## config.mk

```make
export PLATFORM = sky130hd
export DESIGN_NAME = de10_io_counter
export DESIGN_NICKNAME = d
export VERILOG_FILES = /design/src/rtl/de10_io_counter.sv
export SDC_FILE = /design/constraint.sdc
export NUM_CORES = 1
export LEC_CHECK = 0
export ABC_AREA = 1
export BUFFER_PORTS_ARGS = -buffer_cell sky130_fd_sc_hd__buf_2
export CAP_MARGIN = 40
export CORE_MARGIN = 2
export CORE_UTILIZATION = 50
export DETAILED_ROUTE_END_ITERATION = 8
export GPL_ROUTABILITY_DRIVEN = 0
export PLACE_DENSITY = 0.75
export SLEW_MARGIN = 0
export SYNTH_ARGS = -nofsm -noshare
export SYNTH_HDL_FRONTEND = slang
export SYNTH_SLANG_ARGS = --single-unit
```

## constraint.sdc

```tcl
create_clock -name CLK -period 19.12 [get_ports CLK]
set_clock_uncertainty 0.1 [all_clocks]
set_input_delay 0.956 -clock CLK [delete_from_list [all_inputs] [get_ports CLK]]
set_output_delay 0.956 -clock CLK [all_outputs]
set_load 0.02 [all_outputs]
```

## src/rtl/de10_io_counter.sv

```systemverilog
// DE10 I/O counter: debounced pushbuttons inc/dec/load/clear a hex counter that can also auto-tick.
// Latency: count moves one edge after a press pulse, LEDR/SS one edge later; no backpressure, inputs free-running.
module de10_io_counter #(
  parameter int SW_W            = 10,
  parameter int PB_W            = 4,
  parameter int LED_W           = 10,
  parameter int SEGMENT_W       = 8,
  parameter int DISPLAY_W       = 6,
  parameter int DEBOUNCE_CYCLES = 500000,
  parameter int TICK_CYCLES     = 50000000
) (
  input  logic                                CLK,
  input  logic                                RST,
  input  logic [PB_W-1:0]                     PB,
  input  logic [SW_W-1:0]                     SW,
  output logic [LED_W-1:0]                    LEDR,
  output logic [DISPLAY_W-1:0][SEGMENT_W-1:0] SS
);

  localparam int CNT_W = 4 * DISPLAY_W;
  localparam int DB_W  = (DEBOUNCE_CYCLES > 2) ? $clog2(DEBOUNCE_CYCLES) : 1;
  localparam int TK_W  = (TICK_CYCLES > 2) ? $clog2(TICK_CYCLES) : 1;
  localparam logic [DB_W-1:0] DB_LAST = DB_W'(DEBOUNCE_CYCLES - 1);
  localparam logic [TK_W-1:0] TK_LAST = TK_W'(TICK_CYCLES - 1);

  logic [PB_W-1:0]            pb_s1, pb_s2;
  logic [SW_W-1:0]            sw_s1, sw_s2;
  logic [1:0]                 sync_fill;
  logic [3:0]                 pb_acc, pb_acc_d, armed, press;
  logic [3:0][DB_W-1:0]       db_cnt;
  logic [TK_W-1:0]            tick;
  logic                       auto_on, any_ev, tick_fire;
  logic [CNT_W-1:0]           count, count_next;
  logic                       unused_pb;

  function automatic logic [6:0] hex7(input logic [3:0] nib);
    hex7 = 7'h7F;
    case (nib)
      4'h0: hex7 = 7'h40;
      4'h1: hex7 = 7'h79;
      4'h2: hex7 = 7'h24;
      4'h3: hex7 = 7'h30;
      4'h4: hex7 = 7'h19;
      4'h5: hex7 = 7'h12;
      4'h6: hex7 = 7'h02;
      4'h7: hex7 = 7'h78;
      4'h8: hex7 = 7'h00;
      4'h9: hex7 = 7'h10;
      4'hA: hex7 = 7'h08;
      4'hB: hex7 = 7'h03;
      4'hC: hex7 = 7'h46;
      4'hD: hex7 = 7'h21;
      4'hE: hex7 = 7'h06;
      4'hF: hex7 = 7'h0E;
      default: hex7 = 7'h7F;
    endcase
  endfunction

  // Buttons above PB[3] are synchronized but carry no function.
  assign unused_pb = ^pb_s2;

  always_ff @(posedge CLK or posedge RST) begin
    if (RST) begin
      pb_s1     <= '1;
      pb_s2     <= '1;
      sw_s1     <= '0;
      sw_s2     <= '0;
      sync_fill <= '0;
    end else begin
      pb_s1     <= PB;
      pb_s2     <= pb_s1;
      sw_s1     <= SW;
      sw_s2     <= sw_s1;
      sync_fill <= {sync_fill[0], 1'b1};
    end
  end

  // A button arms only once it has been seen released after reset, so a
  // button held through reset release never produces a press.
  always_ff @(posedge CLK or posedge RST) begin
    if (RST) begin
      pb_acc   <= '1;
      pb_acc_d <= '1;
      armed    <= '0;
      db_cnt   <= '0;
    end else begin
      pb_acc_d <= pb_acc;
      for (int i = 0; i < 4; i++) begin
        if (sync_fill[1] && pb_s2[i]) armed[i] <= 1'b1;
        if (pb_s2[i] == pb_acc[i]) begin
          db_cnt[i] <= '0;
        end else if (db_cnt[i] == DB_LAST) begin
          pb_acc[i] <= pb_s2[i];
          db_cnt[i] <= '0;
        end else begin
          db_cnt[i] <= db_cnt[i] + 1'b1;
        end
      end
    end
  end

  assign press     = pb_acc_d & ~pb_acc & armed;
  assign any_ev    = |press;
  assign auto_on   = sw_s2[SW_W-1];
  assign tick_fire = auto_on && !any_ev && (tick == TK_LAST);

  always_ff @(posedge CLK or posedge RST) begin
    if (RST)                                   tick <= '0;
    else if (!auto_on || any_ev || tick_fire)  tick <= '0;
    else                                       tick <= tick + 1'b1;
  end

  always_comb begin
    count_next = count;
    if (press[3])               count_next = '0;
    else if (press[2])          count_next = CNT_W'(sw_s2[SW_W-2:0]);
    else if (press[0] ^ press[1])
      count_next = press[0] ? count + 1'b1 : count - 1'b1;
    else if (tick_fire)         count_next = count + 1'b1;
  end

  always_ff @(posedge CLK or posedge RST) begin
    if (RST) count <= '0;
    else     count <= count_next;
  end

  always_ff @(posedge CLK or posedge RST) begin
    if (RST) begin
      LEDR <= '0;
      for (int d = 0; d < DISPLAY_W; d++) SS[d] <= SEGMENT_W'(8'hC0);
    end else begin
      LEDR <= LED_W'(count);
      for (int d = 0; d < DISPLAY_W; d++)
        SS[d] <= SEGMENT_W'({((d == 0) ? ~auto_on : 1'b1), hex7(count[4*d +: 4])});
    end
  end

endmodule
```

==> flow_summary_export.csv <==
group,metric,value,unit
placed_design,buffer_ports.inserted,68,
yosys,post_synth.cell_area_avg,7.94,um^2
die,dieArea,0.0254,mm^2
finish,layout-drive-gt1-share,11.8,%
clock_network,post_cts_resized,0,
routing,route.detailed.vias_per_inst,5.44,
routing,maxUsedRoutingLayer,"met4",
sta,final_hold_viol_count,0,
power_and_ir_drop,power.switching_fraction,21.1,%
power_and_ir_drop,power-per-cell-area,73.6,mW/mm^2
die,design.portCount,74,
routing,drcViolationCount,0,
finish,final_cell_mix,"311 x sky130_fd_sc_hd__nand2_1, 215 x sky130_fd_sc_hd__nor2_1, 198 x sky130_fd_sc_hd__dfrtp_1",
clock_network,clockBufferDepth,3,
critical_path,worst_setup_path_start_kind,"flip-flop",
worst_hold_path,whs_path_depth,0,
sta,final_critical_path_setup_slack,16.34,ns
placed_design,detailedPlacementHpwl,19300,um
placed_design,preCtsSetupSlack,16.32,ns
clock_network,numCtsBuffers,24,
global_routing,grt_max_degree,99,
sta,final.hold.worst_slack,0.242,ns
clock_network,clockRootBuffer,"sky130_fd_sc_hd__clkbuf_16",
global_routing,grt-ovfl-total,0,
critical_path,end_kind,"flip-flop",
yosys,yosys_warnings,0,
routing,antenna_violating_nets_post_route,0,
worst_hold_path,hold_path.startpoint,"sw_s1[4]$_DFF_PP0_",
power_and_ir_drop,internal-power,0.785,mW
die,die_height,159,um
routing,met1_length,11700,um
critical_path,cp_data_required_time,19.45,ns
critical_path,crit_fanout,19,
global_routing,grt_first_pass_wirelength,45700,um
yosys,synthDistinctLibCells,54,
clock_network,clkSinkCount,221,
sta,finalCritPeriodShare,14.6,%
power_and_ir_drop,power.share.combinational,2.4,%
critical_path,regToRegSetupSlack,16.34,ns
worst_hold_path,hold_path_end,"sw_s2[4]$_DFF_PP0_",
run,maxCapViolations,0,
power_and_ir_drop,vdd_drop_max,0.0635,mV
finish,final_design_area_no_fill,0.0135,mm^2
yosys,synth_top_area_share,41.0,%
yosys,synth_seq_area_share,46.0,%
critical_path,slowest_delay,0.72,ns
placed_design,placement.cell_area,0.0127,mm^2
yosys,synthArstFlopShare,100,%
sta,relSlewSlack,39.3,%
clock_network,holdBufCountCts,0,
finish,final_cells,1926,
yosys,synth_cells,1520,
routing,routed-wl-met3,1500,um
finish,layout_commonest_cell,"sky130_fd_sc_hd__nand2_1",
yosys,post_synth_edffs,0,
yosys,cell_type_with_the_largest_total_area_after_synthesis,"sky130_fd_sc_hd__dfrtp_1",
critical_path,crit_chain,"nand3_1 -> ha_1 -> inv_1 -> nor2_2 -> nand3_1 -> nand3_1 -> o21ai_0 -> nor2_1 -> nand2_1 -> o21ai_0",
critical_path,cp_data_arrival_time,3.12,ns
sta,clock.fmax,359,MHz
critical_path,r2r-start,"pb_acc_d[0]$_DFF_PP1_",
sta,rsz0062_at_grt,"no",
clock_network,clk-insertion-delay-late,0.52,ns
finish,areaGrowthSynthToFinish,12.1,%
sta,pin_slew_with_the_least_headroom_to_its_limit,0.909,ns
finish,antenna_cells_inserted,0,
routing,avgRoutedWirePerCell,13.9,um
yosys,ys.flop_type,"sky130_fd_sc_hd__dfrtp_1",
sta,setup_violations,0,
die,floorplan.die.width,159,um
yosys,postSynthRegisterBits,221,
routing,vias,10478,
status,run_status,"finished clean",
critical_path,worst-setup-path-type,"flip-flop to flip-flop",
critical_path,timing.rr.end,"count[3]$_DFFE_PP0P_",
global_routing,antenna_found_initial,0,
global_routing,grt_pass1_vias,9771,
die,start_util,51.1,%
die,rows,56,
finish,nets,1645,
critical_path,crit_path_top_delay_cell,"sky130_fd_sc_hd__nor2_2",
power_and_ir_drop,p_switching,0.210,mW
clock_network,tritoncts_clock_tree,"built",
routing,wirelength,26800,um
clock_network,postCtsSetupBuffers,0,
critical_path,worst_r2r_path_depth,10,
worst_hold_path,holdCritPathClass,"flip-flop to flip-flop",
sta,finalSetupTns,0,ns
yosys,synth.cell_area,0.0121,mm^2
power_and_ir_drop,p_clk_share,49.5,%
critical_path,timing.critical_path.mode_cell,"sky130_fd_sc_hd__nand3_1",
clock_network,cts.htree.levels,1,
routing,met2_length,12800,um
die,area_of_the_core,0.0236,mm^2
power_and_ir_drop,p_seq_share,48.1,%
critical_path,critPathBufInv,1,
sta,timing.final.max_slew_violations,0,
clock_network,cts.reportedPaths.clkPinSlew,0.06,ns
sta,post-route-min-period,2.79,ns
global_routing,gr_usage_total,21.0,%
yosys,ys_top_cells_by_area,"sky130_fd_sc_hd__dfrtp_1 41%, sky130_fd_sc_hd__nand2_1 9.7%, sky130_fd_sc_hd__nor2_1 6.7%",
routing,detailedRoute.firstPassIterationCount,5,
critical_path,critical_path.top_delay_family,"simple AND/OR/NAND/NOR gates",
routing,first_iter_violations,715,
placed_design,dp.cells,1882,
power_and_ir_drop,leakage,6.33,nW
power by group through the flow:
stage	clock [mW]	combinational (mW)	sequential (mW)
6_report	0.493	0.0236	0.479
5_1_grt	0.524	0.0284	0.480
4_1_cts	0.504	0.0246	0.479
3_5_place_dp	0	0.0246	0.487
3_3_place_gp	0	0.0235	0.487
2_1_floorplan	0	0.0175	0.486
worst reg2reg max path, delay by kind of cell (launching register included):
kind	cells	cell delay, ns
buf+inv	1	0.12
fa+ha+maj	1	0.44
flops	1	0.53
simple gates	6	1.34
compound gates	2	0.20
area by class of cell:
type                       instances  area [um^2]
multi-input combinational       1092         5660
timing repair buffer              70          375
tap                              319          399
fill                            2154        10100
sequential                       221         5560
clock buffer                      31          678
inverter                         180          686
clock inverter                    13          178
cell usage after synthesis, drive strengths merged (2+ instances only):
cell type,count
a211o,2
a211oi,2
a21o,4
a21oi,60
a221o,2
a31oi,3
buf,25
clkbuf,7
clkinv,3
dfrtp,198
dfstp,23
ha,40
inv,177
nand2,316
nand3,126
nand3b,3
nand4,55
nor2,230
nor3,68
nor3b,9
nor4,6
o2111ai,3
o211ai,7
o21ai,75
o221ai,10
o22ai,9
o31ai,2
or2,8
xnor2,6
xor2,35
worst max path at each step:
stage	start	endpoint	cells after the start
floorplan	RST	LEDR[0]$_DFF_PP0_	1
global placement	RST	tick[22]$_DFF_PP0_	3
detailed placement	RST	db_cnt[6]$_DFF_PP0_	4
CTS	pb_acc_d[0]$_DFF_PP1_	count[3]$_DFFE_PP0P_	10
global route	pb_acc_d[0]$_DFF_PP1_	count[3]$_DFFE_PP0P_	10
finish	pb_acc_d[0]$_DFF_PP1_	count[3]$_DFFE_PP0P_	10
logic make-up after synthesis:
group	count (synthesis)	share of synthesized area [%]
AO/OA/AOI/OAI	182	8.72
adder cells (fa/ha/maj)	40	4.15
XOR/XNOR	41	2.97
buffers and inverters	212	7.27
flip-flops	221	46.0
other	1	0.0311
AND/OR/NAND/NOR	823	30.8
state kept, by name, summed over array words and instances (netlist names):
signal,cells
count,24
sync_fill,2
tick,26
sw_s2,10
pb_acc,4
LEDR,10
SS,43
db_cnt,76
pb_acc_d,4
pb_s1,4
pb_s2,4
armed,4
sw_s1,10
layer usage:
layer	track usage, %	vias to the layer above
li1	-	5139
met1	27.7	4911
met2	35.8	361
met3	2.76	67
met4	7.23	0
met5	0	-
metrics by stage:
step                utilization [%]  total power, mW
finish                         57.3            0.995
global route                   57.3             1.03
CTS                            57.3             1.01
detailed placement             53.7            0.512
global placement               53.6            0.511
floorplan                         -            0.504
Note: power is estimated with default switching activity, not from simulation.
